[src/rtl/fetch_pkg.sv]
// Shared types and constants for the instruction fetch unit.
package fetch_pkg;

  typedef enum logic [1:0] {REQ, WAIT, DROP, HOLD} fetch_state_t;

  localparam logic [31:0] PC_INC = 32'd4;

endpackage

[src/rtl/fetch_pc_reg.sv]
// Architectural PC register: async reset to RESET_PC, word-aligned load, +4 increment.
module fetch_pc_reg
  import fetch_pkg::*;
#(
  parameter logic [31:0] RESET_PC = 32'h0000_0000
) (
  input  logic        clk,
  input  logic        reset,
  input  logic        load_i,
  input  logic [31:0] target_i,
  input  logic        inc_i,
  output logic [31:0] pc_o
);

  logic [31:0] pc_q;

  // Load wins over increment so a redirect always beats the sequential step.
  always_ff @(posedge clk or posedge reset) begin
    if (reset) begin
      pc_q <= RESET_PC;
    end else if (load_i) begin
      pc_q <= {target_i[31:2], 2'b00};
    end else if (inc_i) begin
      pc_q <= pc_q + PC_INC;
    end
  end

  assign pc_o = pc_q;

endmodule

[src/rtl/pc_fetch_unit.sv]
// Fetch unit: one outstanding imem read, redirect handling, and a single-entry output to decode.
module pc_fetch_unit
  import fetch_pkg::*;
#(
  parameter logic [31:0] RESET_PC = 32'h0000_0000
) (
  input  logic        clk,
  input  logic        reset,
  input  logic        Redirect,
  input  logic [31:0] RedirectTarget,
  output logic        IReqValid,
  output logic [31:0] IReqAddr,
  input  logic        IReqReady,
  input  logic        IRspValid,
  input  logic [31:0] IRspData,
  output logic        InstrValid,
  output logic [31:0] Instr,
  output logic [31:0] InstrPC,
  input  logic        InstrReady,
  output logic [31:0] PC
);

  fetch_state_t state_q;
  logic [31:0]  instr_q;
  logic [31:0]  instr_pc_q;
  logic         instr_valid_q;
  logic [31:0]  pc;
  logic         pc_inc;

  // A redirect reloads the PC in every state; only a clean response advances it.
  assign pc_inc = (state_q == WAIT) && IRspValid && !Redirect;

  fetch_pc_reg #(.RESET_PC(RESET_PC)) u_pc_reg (
    .clk      (clk),
    .reset    (reset),
    .load_i   (Redirect),
    .target_i (RedirectTarget),
    .inc_i    (pc_inc),
    .pc_o     (pc)
  );

  always_ff @(posedge clk or posedge reset) begin
    if (reset) begin
      state_q       <= REQ;
      instr_q       <= '0;
      instr_pc_q    <= '0;
      instr_valid_q <= 1'b0;
    end else begin
      unique case (state_q)
        REQ: begin
          if (Redirect) begin
            // An already-accepted request now targets a stale PC and must be drained.
            state_q <= IReqReady ? DROP : REQ;
          end else if (IReqReady) begin
            state_q <= WAIT;
          end
        end
        WAIT: begin
          if (Redirect) begin
            state_q <= IRspValid ? REQ : DROP;
          end else if (IRspValid) begin
            instr_q       <= IRspData;
            instr_pc_q    <= pc;
            instr_valid_q <= 1'b1;
            state_q       <= HOLD;
          end
        end
        DROP: begin
          if (IRspValid) begin
            state_q <= REQ;
          end
        end
        HOLD: begin
          if (Redirect || InstrReady) begin
            instr_valid_q <= 1'b0;
            state_q       <= REQ;
          end
        end
        default: state_q <= REQ;
      endcase
    end
  end

  assign IReqValid  = (state_q == REQ) && !reset;
  assign IReqAddr   = pc;
  assign PC         = pc;
  assign InstrValid = instr_valid_q;
  assign Instr      = instr_q;
  assign InstrPC    = instr_pc_q;

endmodule

[config.mk]
export PLATFORM = sky130hd
export DESIGN_NAME = pc_fetch_unit
export DESIGN_NICKNAME = d
export VERILOG_FILES = /design/src/rtl/fetch_pkg.sv /design/src/rtl/fetch_pc_reg.sv /design/src/rtl/pc_fetch_unit.sv
export SDC_FILE = /design/constraint.sdc
export NUM_CORES = 1
export LEC_CHECK = 0
export ABC_CLOCK_PERIOD_IN_PS = 2710
export BUFFER_PORTS_ARGS = -buffer_cell sky130_fd_sc_hd__buf_4
export CAP_MARGIN = 10
export CELL_PAD_IN_SITES_DETAIL_PLACEMENT = 0
export CELL_PAD_IN_SITES_GLOBAL_PLACEMENT = 2
export CORE_ASPECT_RATIO = 1.5
export CORE_MARGIN = 3
export CORE_UTILIZATION = 29
export DETAILED_ROUTE_END_ITERATION = 16
export GPL_ROUTABILITY_DRIVEN = 0
export PLACE_DENSITY = 0.88
export SKIP_CTS_REPAIR_TIMING = 1
export SYNTH_ARGS = -nofsm -noshare
export SYNTH_HDL_FRONTEND = slang
export SYNTH_HIERARCHICAL = 1
export SYNTH_SLANG_ARGS = --single-unit
[constraint.sdc]
create_clock -name clk -period 2.71 [get_ports clk]
set_input_delay 0.271 -clock clk [delete_from_list [all_inputs] [get_ports clk]]
set_output_delay 0.271 -clock clk [all_outputs]
set_load 0.05 [all_outputs]
# Word-level counts from Yosys, hierarchy flattened
# Cells that the tools add are included.
# W data, S select, Z words.
# word_totals
register_bits	99
word_cells	43
# classes
n_mux	15
n_bitwise	1
addsub	1
eq_ne	9
n_reduce_logical	12
# ops
cell	n
$mux W32	2
$add A32 B3 Y32 const B	1
$mux W2	8
$ne A2 B2 Y1 const B	4
$pmux W2 S4	1
$reduce_and A4 Y1	2
$ne A3 B3 Y1 const B	2
$eq A2 B2 Y1 const B	2
$reduce_bool A2 Y1	2
$logic_and A1 B1 Y1	3
$mux W1	3
$reduce_and A3 Y1	1
$eq A2 B1 Y1 const B	1
$logic_not A1 Y1	2
$logic_not A2 Y1	1
$pmux W1 S2	1
$logic_or A1 B1 Y1	1
$not A1 Y1	1

# Depth between registers and ports, before layout
# depth
depth_word	5
depth_mapped	10

# Hierarchy
# Netlist, hierarchy kept.
# modules_own_cells
module	area_per_inst_um2	instances	cells_per_inst
pc_fetch_unit	2806.4	1	186
fetch_pc_reg	1788.0	1	197

# Worst setup path after synthesis
# Ideal clock, no wire load.
# synth_path
path_type	register to register
startpoint	reg state_q[0]
endpoint	reg u_pc_reg.pc_q[20], in the netlist u_pc_reg/pc_o[20]
path_stages_with_launch	10
setup_ps	70
synth_period_minus_slack_ps	2195
setup_slack_ps	515
t_arrival_ps	2125
required_time_ps	2640
cell_sequence	dfrtp_1 -> nand2_2 -> nor3_2 -> buf_4 -> buf_6 -> and4_2 -> nand4_4 -> buf_6 -> or4_1 -> nand3_1
# synth_between
elab_chain_len	4
# synth_rtl
element	line_no	source
from (decl)	pc_fetch_unit.sv:23	fetch_state_t state_q;
from (signal assigned)	pc_fetch_unit.sv:53	state_q <= IReqReady ? DROP : REQ;
from (signal assigned)	pc_fetch_unit.sv:60	state_q <= IRspValid ? REQ : DROP;
$eq A2 B1 Y1	pc_fetch_unit.sv:31	assign pc_inc = (state_q == WAIT) && IRspValid && !Redirect;
$logic_and A1 B1 Y1 (2 in series)	pc_fetch_unit.sv:31	
net pc_inc	pc_fetch_unit.sv:28	logic pc_inc;
$reduce_bool A2 Y1 (no source line)	--	
to (signal assigned)	fetch_pc_reg.sv:22	pc_q <= {target_i[31:2], 2'b00};
to (signal assigned)	fetch_pc_reg.sv:24	pc_q <= pc_q + PC_INC;
to (decl)	fetch_pc_reg.sv:15	logic [31:0] pc_q;
# The timed path passes the listed nets, and every way through them passes these cells.
# A chain may end at the register's enable or synchronous reset.

# Worst setup path after layout
# layout_path
startpoint	reg state_q[0]
endpoint	reg u_pc_reg.pc_q[30], in the netlist u_pc_reg/pc_o[30]
# layout_between
elab_chain_len	4
# layout_rtl
element	line_no
$eq A2 B1 Y1	pc_fetch_unit.sv:31
$logic_and A1 B1 Y1 (2 in series)	pc_fetch_unit.sv:31
$reduce_bool A2 Y1 (no source line)	--
# Every way passes these cells.

==> metrics.md <==
| Metric | Value |
|---|---|
| Status | `finished, final reports clean` |
| Synth top area cells | `dfrtp_1 (53%), mux2_1 (12%), buf_4 (5.7%)` |
| Core area | `15,300 um2` |
| Slew HR | `0.403` |
| Vias in the first global route | `3,543` |
| # DRC | `0` |
| Non-Filler Instances | `748` |
| TritonCTS clock tree | `yes` |
| Port buffer count | `193` |
| Detailed Route WL | `12,100 um` |
| Drt first pass iters | `4` |
| Post-layout util | `0.410` |
| Fillers | `1,529` |
| CP startpoint kind | `flop` |
| Nets | `615` |
| Clock sink total | `97` |
| Post-route ant nets | `0` |
| Pwr dens | `1170 nW/um2` |
| WP data arrival | `2.47 ns` |
| Hold Fails Final Rpt | `0` |
| Sequential element share of the synthesized area | `0.528` |
| Post-synth top area share | `0.528` |
| H-Tree Depth | `3` |
| YS warnings | `6` |
| Leakage | `2.93 nW` |
| Root Driver | `clkbuf_16` |
| Fin. max-slew vios | `0` |
| CP required | `2.96 ns` |
| Cts bufs inserted | `9` |
| CP Class | `reg2reg` |
| Skew final | `0.00795 ns` |
| Area delta synth->final | `36.3%` |
| Worst VDD drop | `523 uV` |
| Die area | `17,400 um2` |
| Post-synth EDFFs | `0` |
| Cell count after synthesis | `383` |
| Predominant post-synthesis flop cell | `dfrtp_1` |
| Placed insts | `731` |
| Minimum clock period | `2.22 ns` |
| Mapped Area | `4590 um2` |
| Mean Syn Cell Area | `12.0 um2` |
| Clock transition at path regs | `0.07 ns` |
| CP max FO | `14` |
| Placed cell areas | `5960 um2` |
| Proportion of layout cells with a drive suffix above 1 | `0.434` |
| Chip width | `109 um` |
| Most frequent cell after synthesis | `dfrtp_1` |
| RSZ-0062 raised after global routing | `no` |
| Worst-Margin Slew | `0.895 ns` |
| GRT overflow | `0` |
| Initial DRC count | `78` |
| Final Cycle Share | `0.819` |
| GRT Total Usage | `0.140` |
| Reg2Reg Setup Slack | `0.49 ns` |
| Largest net degree at the start of global routing | `67` |
| Most frequent cells after synthesis | `dfrtp_1 (97), mux2_1 (49), buf_4 (35)` |
| DR WL/cell | `16.1 um` |
| Initial Utilization | `0.301` |
| Routed vias | `3,506` |
| Critical path endpoint category | `flop` |
| Hold/Removal Path Class | `in2reg` |
| Number of buffers on the longest clock path | `2` |
| Setup ws final | `0.491 ns` |
| MaxCap Viol Count | `0` |
| Synth unique cells | `45` |
| Worst slack, placed | `0.480 ns` |
| FMAX | `451 MHz` |
| Largest area contributor in the netlist | `dfrtp_1` |
| Total negative setup slack | `0 ns` |
| Count of final setup violators | `0` |
| Global-route wire length before repair | `18,900 um` |
| Register bit count reported by yosys | `97` |
| Antenna Diode Count | `0` |
| Initial antenna violation count | `0` |
| Post-synth ARST share | `1.00` |
| Design Area, Final | `6260 um2` |
| DIE HEIGHT | `160 um` |
| IO Count | `200` |
| Row Count | `55` |
| Detailed placer's ending HPWL | `9030 um` |
| Vias per cell | `4.69` |
| Worst-skew pair later-pin latency | `0.34 ns` |
[worst max-delay path: stages (launching register included)]
cell,delay [ns]
dfrtp_1,0.46
nand2_2,0.13
nor3_4,0.20
and4_2,0.35
nand4_4,0.23
or4b_1,0.55
a31oi_1,0.20
[metal layers]
layer | GRT usage | wire length [um]
met1 | 0.151 | 4450
met2 | 0.261 | 6690
met3 | 0.0344 | 763
met4 | 0.0431 | 153
met5 | 0 | 0
[path summary, 6_finish.rpt]
check | startpoint | end | cells past startpoint
max | state_q[0] | u_pc_reg/pc_o[30] | 6
min | RedirectTarget[7] | u_pc_reg/pc_o[7] | 3
max reg2reg | state_q[0] | u_pc_reg/pc_o[30] | 6
min reg2reg | InstrPC[22] | InstrPC[22] | 1
max in group asynchronous | reset | InstrPC[30] | 4
min in group asynchronous | reset | InstrValid | 3
[where the power goes]
group | total, mW | leakage (nW) | internal, mW | switching [mW]
clock network | 1.26 | 0.138 | 0.701 | 0.556
logic | 3.74 | 1.61 | 1.14 | 2.60
registers | 2.33 | 1.18 | 1.98 | 0.349
[final cells by class]
type | count | area (um2) | area share
tap | 199 | 249 | 0.0398
clock buffer | 13 | 270 | 0.0432
sequential | 97 | 2430 | 0.388
inverter | 5 | 18.8 | 0.00300
multi-input combinational | 230 | 1760 | 0.281
clock inverter | 3 | 23.8 | 0.00380
timing repair buffer | 201 | 1510 | 0.241
[flip-flops by register name (all words and copies together), names as in the netlist]
register and cells:
Instr 32, state_q 2, InstrPC 32, u_pc_reg/pc_o 30, InstrValid 1
[cells in the final DEF (no fill, tap or decap), drive strengths merged, types with 2 or more instances in the layout]
cell type,netlist,routed
xor2,10,10
o21ai,19,19
dfrtp,97,97
nand3,12,12
and4,6,6
inv,4,4
and3,4,4
or3,3,3
o211ai,4,4
nand4,11,11
clkbuf,6,13
o31ai,6,6
a31oi,11,11
nand2,31,31
o31a,3,3
clkinv,1,2
xnor2,3,3
nor2,14,14
or4b,2,2
nor3,2,2
or4,9,9
buf,46,200
nand2b,2,2
mux2,64,64
clkinvlp,0,2
conb,1,2
[logic make-up (layout without fill, tap and decap cells)]
logic type	count (synthesis)	in the layout	share of synthesized area
compound gates	49	49	0.0684
xor+xnor	13	13	0.0248
fa+ha+maj	1	1	0.00272
buf+inv	57	222	0.0904
flops	97	97	0.528
mux	65	65	0.159
other cells	1	2	0.000816
simple gates	100	100	0.126
[stage by stage]
step                power, mW  hold slack [ns]
finish                   7.33            0.132
global route             7.66            0.122
CTS                      7.42           -0.204
detailed placement       6.15            0.163
global placement         6.08            0.158
floorplan                4.95            0.334
Note: power is estimated with default switching activity, not from simulation.
